===== src/rtl/alu_host_sequencer.sv =====
// Bus-master sequencer for the ALU operation protocol: launches one request,
// feeds operands onto INBUS, collects OUTBUS pushes and returns a response.
//
// Handshakes: a transfer happens on the rising edge where valid && ready are
// both high. Once resp_valid is raised, the response fields do not change
// until that transfer.
module alu_host_sequencer #(
  parameter int TIMEOUT      = 128,
  parameter int ABORT_CYCLES = 2
) (
  input  logic       clk,
  input  logic       reset_input,
  input  logic       req_valid,
  output logic       req_ready,
  input  logic [1:0] req_op,
  input  logic [7:0] req_a,
  input  logic [7:0] req_q,
  input  logic [7:0] req_m,
  output logic       resp_valid,
  input  logic       resp_ready,
  output logic [1:0] resp_op,
  output logic [7:0] resp_a,
  output logic [7:0] resp_q,
  output logic       resp_err,
  output logic       BEGIN,
  output logic [1:0] op_code,
  input  logic       loadA_in,
  input  logic       loadQ_in,
  input  logic       loadM_in,
  input  logic       pushA_in,
  input  logic       pushQ_in,
  input  logic       END,
  output logic [7:0] INBUS,
  input  logic [7:0] OUTBUS,
  output logic       alu_reset,
  output logic [2:0] dbg_state_o
);

  typedef enum logic [2:0] {S_IDLE, S_START, S_RUN, S_DONE, S_ABORT} state_t;

  localparam int WD_W = $clog2(TIMEOUT) + 1;
  localparam int AB_W = $clog2(ABORT_CYCLES) + 1;

  state_t          state_q, state_d;
  logic [1:0]      op_q, op_d;
  logic [7:0]      a_q, a_d, q_q, q_d, m_q, m_d;
  logic [7:0]      res_a_q, res_a_d, res_q_q, res_q_d;
  logic            pend_a_q, pend_a_d, pend_q_q, pend_q_d;
  logic            seen_a_q, seen_a_d, seen_q_q, seen_q_d;
  logic            err_q, err_d;
  logic [WD_W-1:0] wd_q, wd_d;
  logic [AB_W-1:0] ab_q, ab_d;

  logic multi_load, a_bad, q_bad, missing;

  assign multi_load = (loadA_in & loadQ_in) | (loadA_in & loadM_in) | (loadQ_in & loadM_in);

  // add/sub want only A; mul wants A then Q; div wants Q then A.
  always_comb begin
    case (op_q)
      2'b10:   begin a_bad = seen_q_q;  q_bad = ~seen_a_q; end
      2'b11:   begin a_bad = ~seen_q_q; q_bad = seen_a_q;  end
      default: begin a_bad = 1'b0;      q_bad = 1'b1;      end
    endcase
  end

  assign missing = ~seen_a_q | (op_q[1] & ~seen_q_q);

  always_comb begin
    state_d  = state_q;
    op_d     = op_q;
    a_d      = a_q;
    q_d      = q_q;
    m_d      = m_q;
    res_a_d  = res_a_q;
    res_q_d  = res_q_q;
    pend_a_d = 1'b0;
    pend_q_d = 1'b0;
    seen_a_d = seen_a_q;
    seen_q_d = seen_q_q;
    err_d    = err_q;
    wd_d     = wd_q;
    ab_d     = ab_q;

    // A push registered in the last RUN cycle still lands while aborting.
    if (state_q == S_RUN || state_q == S_ABORT) begin
      if (pend_a_q) begin
        res_a_d  = OUTBUS;
        seen_a_d = 1'b1;
        if (a_bad) err_d = 1'b1;
      end
      if (pend_q_q) begin
        res_q_d  = OUTBUS;
        seen_q_d = 1'b1;
        if (q_bad) err_d = 1'b1;
      end
    end

    case (state_q)
      S_IDLE: begin
        if (req_valid) begin
          op_d     = req_op;
          a_d      = req_a;
          q_d      = req_q;
          m_d      = req_m;
          res_a_d  = 8'h00;
          res_q_d  = 8'h00;
          seen_a_d = 1'b0;
          seen_q_d = 1'b0;
          err_d    = 1'b0;
          state_d  = S_START;
        end
      end
      S_START: begin
        wd_d    = '0;
        state_d = S_RUN;
      end
      S_RUN: begin
        pend_a_d = pushA_in;
        pend_q_d = pushQ_in;
        if (multi_load) err_d = 1'b1;
        if (END) begin
          state_d = S_DONE;
        end else if (wd_q == WD_W'(TIMEOUT - 1)) begin
          ab_d    = '0;
          state_d = S_ABORT;
        end else begin
          wd_d = wd_q + WD_W'(1);
        end
      end
      S_ABORT: begin
        err_d = 1'b1;
        if (ab_q == AB_W'(ABORT_CYCLES - 1)) state_d = S_DONE;
        else                                 ab_d    = ab_q + AB_W'(1);
      end
      S_DONE: begin
        if (resp_ready) state_d = S_IDLE;
      end
      default: state_d = S_IDLE;
    endcase
  end

  always_ff @(posedge clk) begin
    if (reset_input) begin
      state_q  <= S_IDLE;
      op_q     <= 2'b00;
      a_q      <= 8'h00;
      q_q      <= 8'h00;
      m_q      <= 8'h00;
      res_a_q  <= 8'h00;
      res_q_q  <= 8'h00;
      pend_a_q <= 1'b0;
      pend_q_q <= 1'b0;
      seen_a_q <= 1'b0;
      seen_q_q <= 1'b0;
      err_q    <= 1'b0;
      wd_q     <= '0;
      ab_q     <= '0;
    end else begin
      state_q  <= state_d;
      op_q     <= op_d;
      a_q      <= a_d;
      q_q      <= q_d;
      m_q      <= m_d;
      res_a_q  <= res_a_d;
      res_q_q  <= res_q_d;
      pend_a_q <= pend_a_d;
      pend_q_q <= pend_q_d;
      seen_a_q <= seen_a_d;
      seen_q_q <= seen_q_d;
      err_q    <= err_d;
      wd_q     <= wd_d;
      ab_q     <= ab_d;
    end
  end

  always_comb begin
    INBUS = 8'h00;
    if (state_q == S_RUN) begin
      if (loadA_in)      INBUS = a_q;
      else if (loadQ_in) INBUS = q_q;
      else if (loadM_in) INBUS = m_q;
    end
  end

  assign req_ready   = (state_q == S_IDLE);
  assign BEGIN       = (state_q == S_START);
  assign resp_valid  = (state_q == S_DONE);
  assign alu_reset   = (state_q == S_ABORT);
  assign resp_err    = (state_q == S_DONE) & (err_q | missing);
  assign resp_op     = op_q;
  assign op_code     = op_q;
  assign resp_a      = res_a_q;
  assign resp_q      = res_q_q;
  assign dbg_state_o = state_q;

endmodule


===== config.mk =====
export PLATFORM = sky130hd
export DESIGN_NAME = alu_host_sequencer
export DESIGN_NICKNAME = d
export VERILOG_FILES = /design/src/rtl/alu_host_sequencer.sv
export SDC_FILE = /design/constraint.sdc
export NUM_CORES = 1
export LEC_CHECK = 0
export BUFFER_PORTS_ARGS = -buffer_cell sky130_fd_sc_hd__buf_2
export CORE_MARGIN = 8
export CORE_UTILIZATION = 35
export CTS_CLUSTER_SIZE = 16
export DETAILED_ROUTE_END_ITERATION = 10
export SYNTH_ARGS = -nofsm -noshare
export SYNTH_HDL_FRONTEND = slang
export SYNTH_SLANG_ARGS = --single-unit

===== constraint.sdc =====
create_clock -name clk -period 2.2 [get_ports clk]
set_clock_uncertainty 0.15 [all_clocks]
set_input_delay 0.22 -clock clk [delete_from_list [all_inputs] [get_ports clk]]
set_output_delay 0.22 -clock clk [all_outputs]
set_load 0.01 [all_outputs]

After elaboration in Yosys (flattened, before gate mapping)
Cells that the tools add are included.
Word-level totals
  bits in registers: 60
  bits of input ports: 44
  word-level logic and storage cells: 96
Cells by class
  add/sub/neg operators: 2
  eq/ne operators: 16
  muxes and demuxes: 43
  bitwise operators: 12
  reductions and logical operators: 9
Operators with widths (count)
  8-bit 2-to-1 mux: 14
  8-bit one-hot mux with 2 select lines: 1
  1-bit 2-to-1 mux: 15
  3-bit 2-to-1 mux: 5
  3-bit one-hot mux with 5 select lines: 1
  8-bit by 1-bit adder with 8-bit output (second input constant): 1
  8-bit by 7-bit equality test with 1-bit output (second input constant): 1
  2-bit != test (second input constant): 4
  4-bit AND reduction: 2
  3-bit by 2-bit equality test with 1-bit output (second input constant): 2
  2-bit 2-to-1 mux: 3
  2-bit by 1-bit != test with 1-bit output (second input constant): 3
  1-bit bitwise AND: 5
  2-bit equality test (second input constant): 2
  1-bit bitwise OR: 4
  1-bit one-hot mux with 2 select lines: 2
  2-bit one-hot mux with 2 select lines: 1
  2-bit nonzero test: 2
  3-bit by 1-bit equality test with 1-bit output (second input constant): 1
  3-bit equality test (second input constant): 1
  3-bit logical NOT: 1
  3-bit by 2-bit != test with 1-bit output (second input constant): 1
  1-bit inverter: 3
  1-bit one-hot mux with 3 select lines: 1
  other kinds (6): 6

Depth between registers and ports, before layout
Gate-level depths: netlist of the first run.
  depth after elaboration: 9
  gate-level depth with buffers: 6
  gate-level depth less buffers: 6

Worst setup path before layout of the first run
No wires, ideal clock.
  path kind: reg-to-reg
  from: reg state_q[2] (netlist: dbg_state_o[2])
  to: reg res_a_q[1] (netlist: resp_a[1])
  setup time: 128 ps
  arrival: 1518 ps
  data required time: 1922 ps
  setup slack: 405 ps
  stages on the path, launching flop included: 6
  buffers on the path: 1
  cells stage by stage: dfxtp_1 -> nor3b_1 -> o21ai_1 -> buf_6 -> mux2i_1 -> nor2_1
On the way
  word-level cells in the longest chain between the ends: 5
Ends and longest elaborated chain
  start: declaration: RTL line 44  | state_t state_q, state_d;
  start signal: assignment: RTL line 160  | state_q <= state_d;
  3-bit equality test (*)
  net alu_reset: RTL line 35  | output logic alu_reset,
  1-bit logical OR (*): RTL line 86  | if (state_q == S_RUN || state_q == S_ABORT) begin
  8-bit 2-to-1 mux (*): RTL line 86
  8-bit 2-to-1 mux: RTL line 101  | if (req_valid) begin
  8-bit 2-to-1 mux (*): RTL line 99  | case (state_q)
  end signal: assignment: RTL line 165  | res_a_q <= res_a_d;
  end: declaration: RTL line 47  | logic [7:0] res_a_q, res_a_d, res_q_q, res_q_d;
Mark *: on every way through the listed nets, which the timed path passes. The rest lies on a longest branch.
A chain may end at the register's enable or synchronous reset.

Final worst setup path of the first run
  from: reg state_q[2] (netlist: dbg_state_o[2])
  to: out BEGIN
On the way
  word-level cells in the longest chain between the ends: 1
Ends and longest elaborated chain
  3-bit by 1-bit equality test with 1-bit output: RTL line 187  | assign BEGIN = (state_q == S_START);
  end: declaration: RTL line 25  | output logic BEGIN,
Every way passes these cells.

==> results of run 1 <==
==> routing by layer <==
| layer | vias to the layer above | wire length, um | share of wire | global-route usage |
|---|---|---|---|---|
| met3 | 7 | 560 | 0.073 | 0.0458 |
| met5 | - | 0 | 0 | 0 |
| met2 | 90 | 3470 | 0.45 | 0.228 |
| met1 | 1221 | 3620 | 0.47 | 0.174 |
| met4 | 0 | 57 | 0.0074 | 0.0558 |
| li1 | 1389 | - | - | - |
==> cell usage in the layout, fill, tap and decap left out, types with 7 or more instances in the layout <==
| cell type | count |
|---|---|
| a21oi_1 | 56 |
| buf_2 | 79 |
| buf_4 | 11 |
| clkbuf_8 | 9 |
| dfxtp_1 | 60 |
| dlygate4sd3_1 | 36 |
| inv_1 | 7 |
| mux2i_1 | 20 |
| nand2_1 | 75 |
| nand3b_1 | 9 |
| nor2_1 | 29 |
==> through the flow <==
step	hold WS, ns	std cells
floorplan	0.206	339
CTS	0.0677	560
global placement	0.292	508
detailed placement	0.297	508
global route	0.0906	560
finish	0.0900	560
==> path summary, 6_finish.rpt <==
kind / end / cells past startpoint / slack (ns)
worst max register to register: wd_q[6] / 4 / 0.26
worst max-delay path: BEGIN / 3 / 0.17
worst min register to register: a_q[1] / 2 / 0.30
worst min-delay path: wd_q[7] / 3 / 0.09
==> final cells by class <==
cell class | instances | area (um^2) | area share
Sequential cell | 60 | 1200 | 0.317
Timing Repair Buffer | 126 | 838 | 0.221
Clock buffer | 10 | 128 | 0.0337
Clock inverter | 6 | 88.8 | 0.0234
Tap cell | 102 | 128 | 0.0337
Inverter | 8 | 31.3 | 0.00826
Multi-Input combinational cell | 248 | 1370 | 0.363
==> timing repair <==
item                                    CTS  global route
endpoints found under the setup margin    0             0
hold buffers                             36             0
endpoints found under the hold margin    44             0
==> state kept, by name, summed over array words and instances, names as in the netlist <==
register / count
dbg_state_o: 3
seen_a_q: 1
wd_q: 8
ab_q: 2
m_q: 8
resp_q: 8
resp_a: 8
err_q: 1
a_q: 8
pend_a_q: 1
op_code: 2
q_q: 8
pend_q_q: 1
seen_q_q: 1
==> logic make-up after synthesis <==
group | count (synthesis) | share of synthesized area
multiplexers | 20 | 0.0734
buffers and inverters | 31 | 0.0560
AO/OA/AOI/OAI | 79 | 0.164
XOR/XNOR | 2 | 0.00642
adder cells (fa/ha/maj) | 3 | 0.0128
AND/OR/NAND/NOR | 144 | 0.247
flip-flops | 60 | 0.440
==> power by group through the flow <==
stage / sequential (mW) / clock, mW / combinational [mW]
floorplan: 1.19 / 0 / 0.220
global placement: 1.19 / 0 / 0.351
detailed placement: 1.19 / 0 / 0.353
CTS: 1.17 / 1.11 / 0.403
global route: 1.17 / 1.16 / 0.452
finish: 1.17 / 1.08 / 0.402
==> worst max-delay path, cell delays in order (launching register included) <==
cell and delay (ns):
dfxtp_1 0.60, or3b_1 0.41, clkinv_2 0.16, buf_2 0.17
==> impl_metrics.toml, run 1 <==
[routing]
drc_errors = 0
wl_mm = 7.71
ant_nets = 0
via_count = 2707
vias_per_cell = 4.83
firstDrtPassIters = 4
drtIter0Drc = 120
routedWlPerCell_um = 13.8

[power]
leakage_nw = 1.69
power_mw = 2.65
switching_share = 0.262
vdd_drop_max_mv = 0.352
clkPwrFrac = 0.408
combPwrFrac = 0.152
powerDensity_nw_per_um2 = 698
p_sw_mw = 0.694
sequentialPowerShare = 0.440
p_int_mw = 1.95

[synthesis]
yosysMostFrequentCell = "nand2_1"
ys_ff_latch = 60
synthTopCellsByArea = "dfxtp_1, nand2_1, a21oi_1, mux2i_1, nor2_1"
ys_warn_count = 0
syn_inst = 339
syn_area_per_cell_um2 = 8.05
synth_seq_area_share = 0.440
synth_edf_count = 0
netlist.area_leader.share = 0.440
ys_types = 48
ys_async_sr_fraction = 0
ys.flop_type = "dfxtp_1"
yosys-top-cells-count = "nand2_1, dfxtp_1, a21oi_1, nor2_1, mux2i_1"
yosys.area.top_type = "dfxtp_1"
netlist_area_um2 = 2730
synth_fp_nets = 385

[finish]
nets = 499
fin_area_um2 = 3790
fill_cells = 750
areaGrowthSynthToFinish_pct = 38.9
drive_above_1_share = 0.240
antennaDiodeCount = 0
final_util = 0.495

[floorplan]
io_pins = 80
die-area_um2 = 10900
initial_core_util = 0.357
coreArea_um2 = 7650
die_h_um = 104
die_w_um = 104
row_count = 32

[placement]
globalplace.congestion = 0.790
hpwl_mm = 5.23
dpl_worst_slack_ns = 0.308
placed_area_um2 = 3210
io_buffers = 79

[global_routing]
grt_pass1_wl_mm = 13.2
grt_usage = 0.143
grt_pass1_vias = 2742
antenna_found_initial = 0
overflow = 0
grt_max_degree = 35

[sta]
tns_ns = 0
fin_crit_ns = 2.03
drv_slew = 0
maxSlewHeadroom = 0.663
finalCritPeriodShare = 0.925
setup_viol = 0
worstMarginPinSlew_ns = 0.493
timing.fmax_mhz = 492
layout_setup_ws_ns = 0.166
hold_viol_final = 0
rsz0062_at_grt = "false"

[clock_network]
htreeDepth = 3
clock_path_buffers = 2
cts_tree = "yes"
cts-root-buf = "clkbuf_8"
clock_sinks = 60
path_clk_slew_ns = 0.07
cts_buffers = 9
postCtsResizedCells = 0
cts_setup_buffers = 0
worstSkewPairLatency_ns = 0.32

[setup_path]
path_class = "flip-flop to output port"
cp-end-kind = "output port"
r2r_start = "dbg_state_o[2]"
crit_fanout = 16
worstPathRequired_ns = 1.83
startpoint_type = "flip-flop"
cp_data_arrival_time_ns = 1.66
crit_start = "dbg_state_o[2]"

[job]
cap_viol_max_count = 0

[min_path]
hold_start = "reset_input"
hold_class = "primary input to flip-flop"

[status]
status = "finished, final reports clean"
No activity file was read; power rests on OpenSTA's default activity.
==> run 2: changes to the inputs <==
--- a/config.mk
+++ b/config.mk
@@ -5,11 +5,13 @@
 export SDC_FILE = /design/constraint.sdc
 export NUM_CORES = 1
 export LEC_CHECK = 0
+export ABC_AREA = 1
 export BUFFER_PORTS_ARGS = -buffer_cell sky130_fd_sc_hd__buf_2
 export CORE_MARGIN = 8
 export CORE_UTILIZATION = 35
 export CTS_CLUSTER_SIZE = 16
 export DETAILED_ROUTE_END_ITERATION = 10
+export RECOVER_POWER = 25
 export SYNTH_ARGS = -nofsm -noshare
 export SYNTH_HDL_FRONTEND = slang
 export SYNTH_SLANG_ARGS = --single-unit
==> run 2 against run 1 <==
Effect of this change:
- fmax shrank 1.0%
- area after synthesis grew 0.64%
- first-iteration DRC count shrank 3.3%
- clock power grew 21%
- largest power group unchanged
- critical endpoint is now INBUS[1]
- critical path type unchanged
- non-clock buffer count shrank 27
- synthesized cell count grew 13%
- global-route usage grew 0.11 points
==> impl_metrics.toml, run 2 <==
[status]
status = "finished, final reports clean"

[placement]
dp.cells = 552
io_buffers = 79
dpl_worst_slack_ns = 0.355
hpwl_mm = 5.62
placed_area_um2 = 3210
globalplace.congestion = 0.789

[finish]
antennaDiodeCount = 0
final_util = 0.471
fin_cells = 584
layout_common_cells = "nand2_1, dfxtp_1, buf_2"
drive_above_1_share = 0.218
areaGrowthSynthToFinish_pct = 31.2
fin_area_um2 = 3600
nets = 523
layout_commonest_cell = "nand2_1"

[global_routing]
grt_pass1_wl_mm = 13.2
grt_pass1_vias = 2716
grt_max_degree = 32
overflow = 0
antenna_found_initial = 0
grt_usage = 0.144

[sta]
finalCritPeriodShare = 0.934
layout_setup_ws_ns = 0.145
timing.fmax_mhz = 487
setup_viol = 0
whs_ns = 0.0133
worstMarginPinSlew_ns = 0.400
tns_ns = 0
hold_viol_final = 0
fin_crit_ns = 2.06
drv_slew = 0
maxSlewHeadroom = 0.733

[routing]
ant_nets = 0
routedWlPerCell_um = 13.4
firstDrtPassIters = 4
vias_per_cell = 4.80
drc_errors = 0
drtIter0Drc = 116
via_count = 2802
wl_mm = 7.83

[synthesis]
yosysMostFrequentCell = "nand2_1"
synthTopCellsByArea = "dfxtp_1, nand3_1, nand2_1, nor2_1, a21oi_1"
ys_ff_latch = 60
yosys-top-cells-count = "nand2_1, dfxtp_1, nor2_1, nand3_1, a21oi_1"
yosys.area.top_type = "dfxtp_1"
ys_types = 29
ys.flop_type = "dfxtp_1"
syn_area_per_cell_um2 = 7.17
synth_edf_count = 0
netlist.area_leader.share = 0.438
netlist_area_um2 = 2750
synth_seq_area_share = 0.438
ys_warn_count = 0
syn_inst = 383
ys_async_sr_fraction = 0
synth_fp_nets = 429

[clock_network]
path_clk_slew_ns = 0.07
cts_tree = "yes"
cts_buffers = 9
clock_sinks = 60
htreeDepth = 3
worstSkewPairLatency_ns = 0.33
cts-root-buf = "clkbuf_8"
clock_path_buffers = 2

[floorplan]
row_count = 32
coreArea_um2 = 7650
initial_core_util = 0.359
io_pins = 80
die-area_um2 = 10900
die_w_um = 105
die_h_um = 105

[setup_path]
critical-path-max-stage-delay_ns = 0.40
path_class = "flip-flop to output port"
crit_fanout = 9
worstPathRequired_ns = 1.83
path_delay_family = "flip-flops"
crit_chain = "nor2_2, nand2_4, clkinvlp_4, o21ai_0, a31oi_1, buf_2"
cp_data_arrival_time_ns = 1.69
cp_slowest_cell = "dfxtp_1"
startpoint_type = "flip-flop"
cp-end-kind = "output port"
path_buf_inv = 2

[power]
vdd_drop_max_mv = 0.397
powerDensity_nw_per_um2 = 1030
power_mw = 3.73
leakage_nw = 1.53

[job]
cap_viol_max_count = 0

[min_path]
hold_class = "primary input to flip-flop"
run 2: cell types whose count changed after synthesis, moves of 13 or more:
cell | previous run | this run
a21oi_1 | 56 | 42
inv_1 | 7 | 23
mux2i_1 | 20 | 0
nand3_1 | 5 | 50
nor2_1 | 29 | 57
o21ai_0 | 3 | 16
run 2: layout make-up:
class,count,area [um^2]
timing repair buffer,99,548
fill,825,4050
sequential,60,1200
tap,102,128
timing repair inverter,1,5.00
inverter,29,113
clock inverter,3,90.1
clock buffer,13,179
multi-input combinational,277,1340
run 2: final timing paths:
check                       from       end  slack [ns]  depth (start not counted)
hold reg to reg           q_q[2]    q_q[2]        0.30                          2
setup / recovery  dbg_state_o[0]  INBUS[1]        0.14                          6
hold / removal          req_m[4]    m_q[4]        0.01                          3
setup reg to reg         wd_q[0]   wd_q[2]        0.33                          8
run 2: repair_timing:
item	in CTS	in global routing
buffers inserted	0	2
gates resized for setup	1	0
pin swaps	0	1
hold buffers	13	0
setup endpoints to repair	1	4
gates cloned	0	1
hold endpoints to repair	13	0
run 2: kinds of logic after synthesis:
logic type                 count (synthesis)  share of synthesized area
adders and majority gates                  2                    0.00911
and+or+nand+nor                          207                      0.349
DFF                                       60                      0.438
buffers and inverters                     46                     0.0738
xor gates and xnor gates                   1                    0.00319
AOI/OAI and AO/OA                         67                      0.128
run 2: metal layers:
layer / wire (um) / vias up / global-route usage / part of all wire
li1: - / 1453 / - / -
met1: 3790 / 1271 / 0.190 / 0.48
met2: 3580 / 68 / 0.223 / 0.46
met3: 334 / 10 / 0.0319 / 0.043
met4: 131 / 0 / 0.0589 / 0.017
met5: 0 / - / 0 / 0
run 2: power by group:
group / internal (mW) / total, mW / switching (mW)
clock network: 0.877 / 1.31 / 0.437
registers: 1.22 / 1.33 / 0.103
logic: 0.372 / 1.08 / 0.713
run 2: worst reg2reg max path, cell delays in order, from the launching register on:
cell,delay [ns]
dfxtp_1,0.37
ha_1,0.18
nand2_1,0.09
nor2_1,0.23
nand3_1,0.12
nand2_2,0.22
nand2_2,0.18
a21oi_1,0.16
nor2_1,0.05
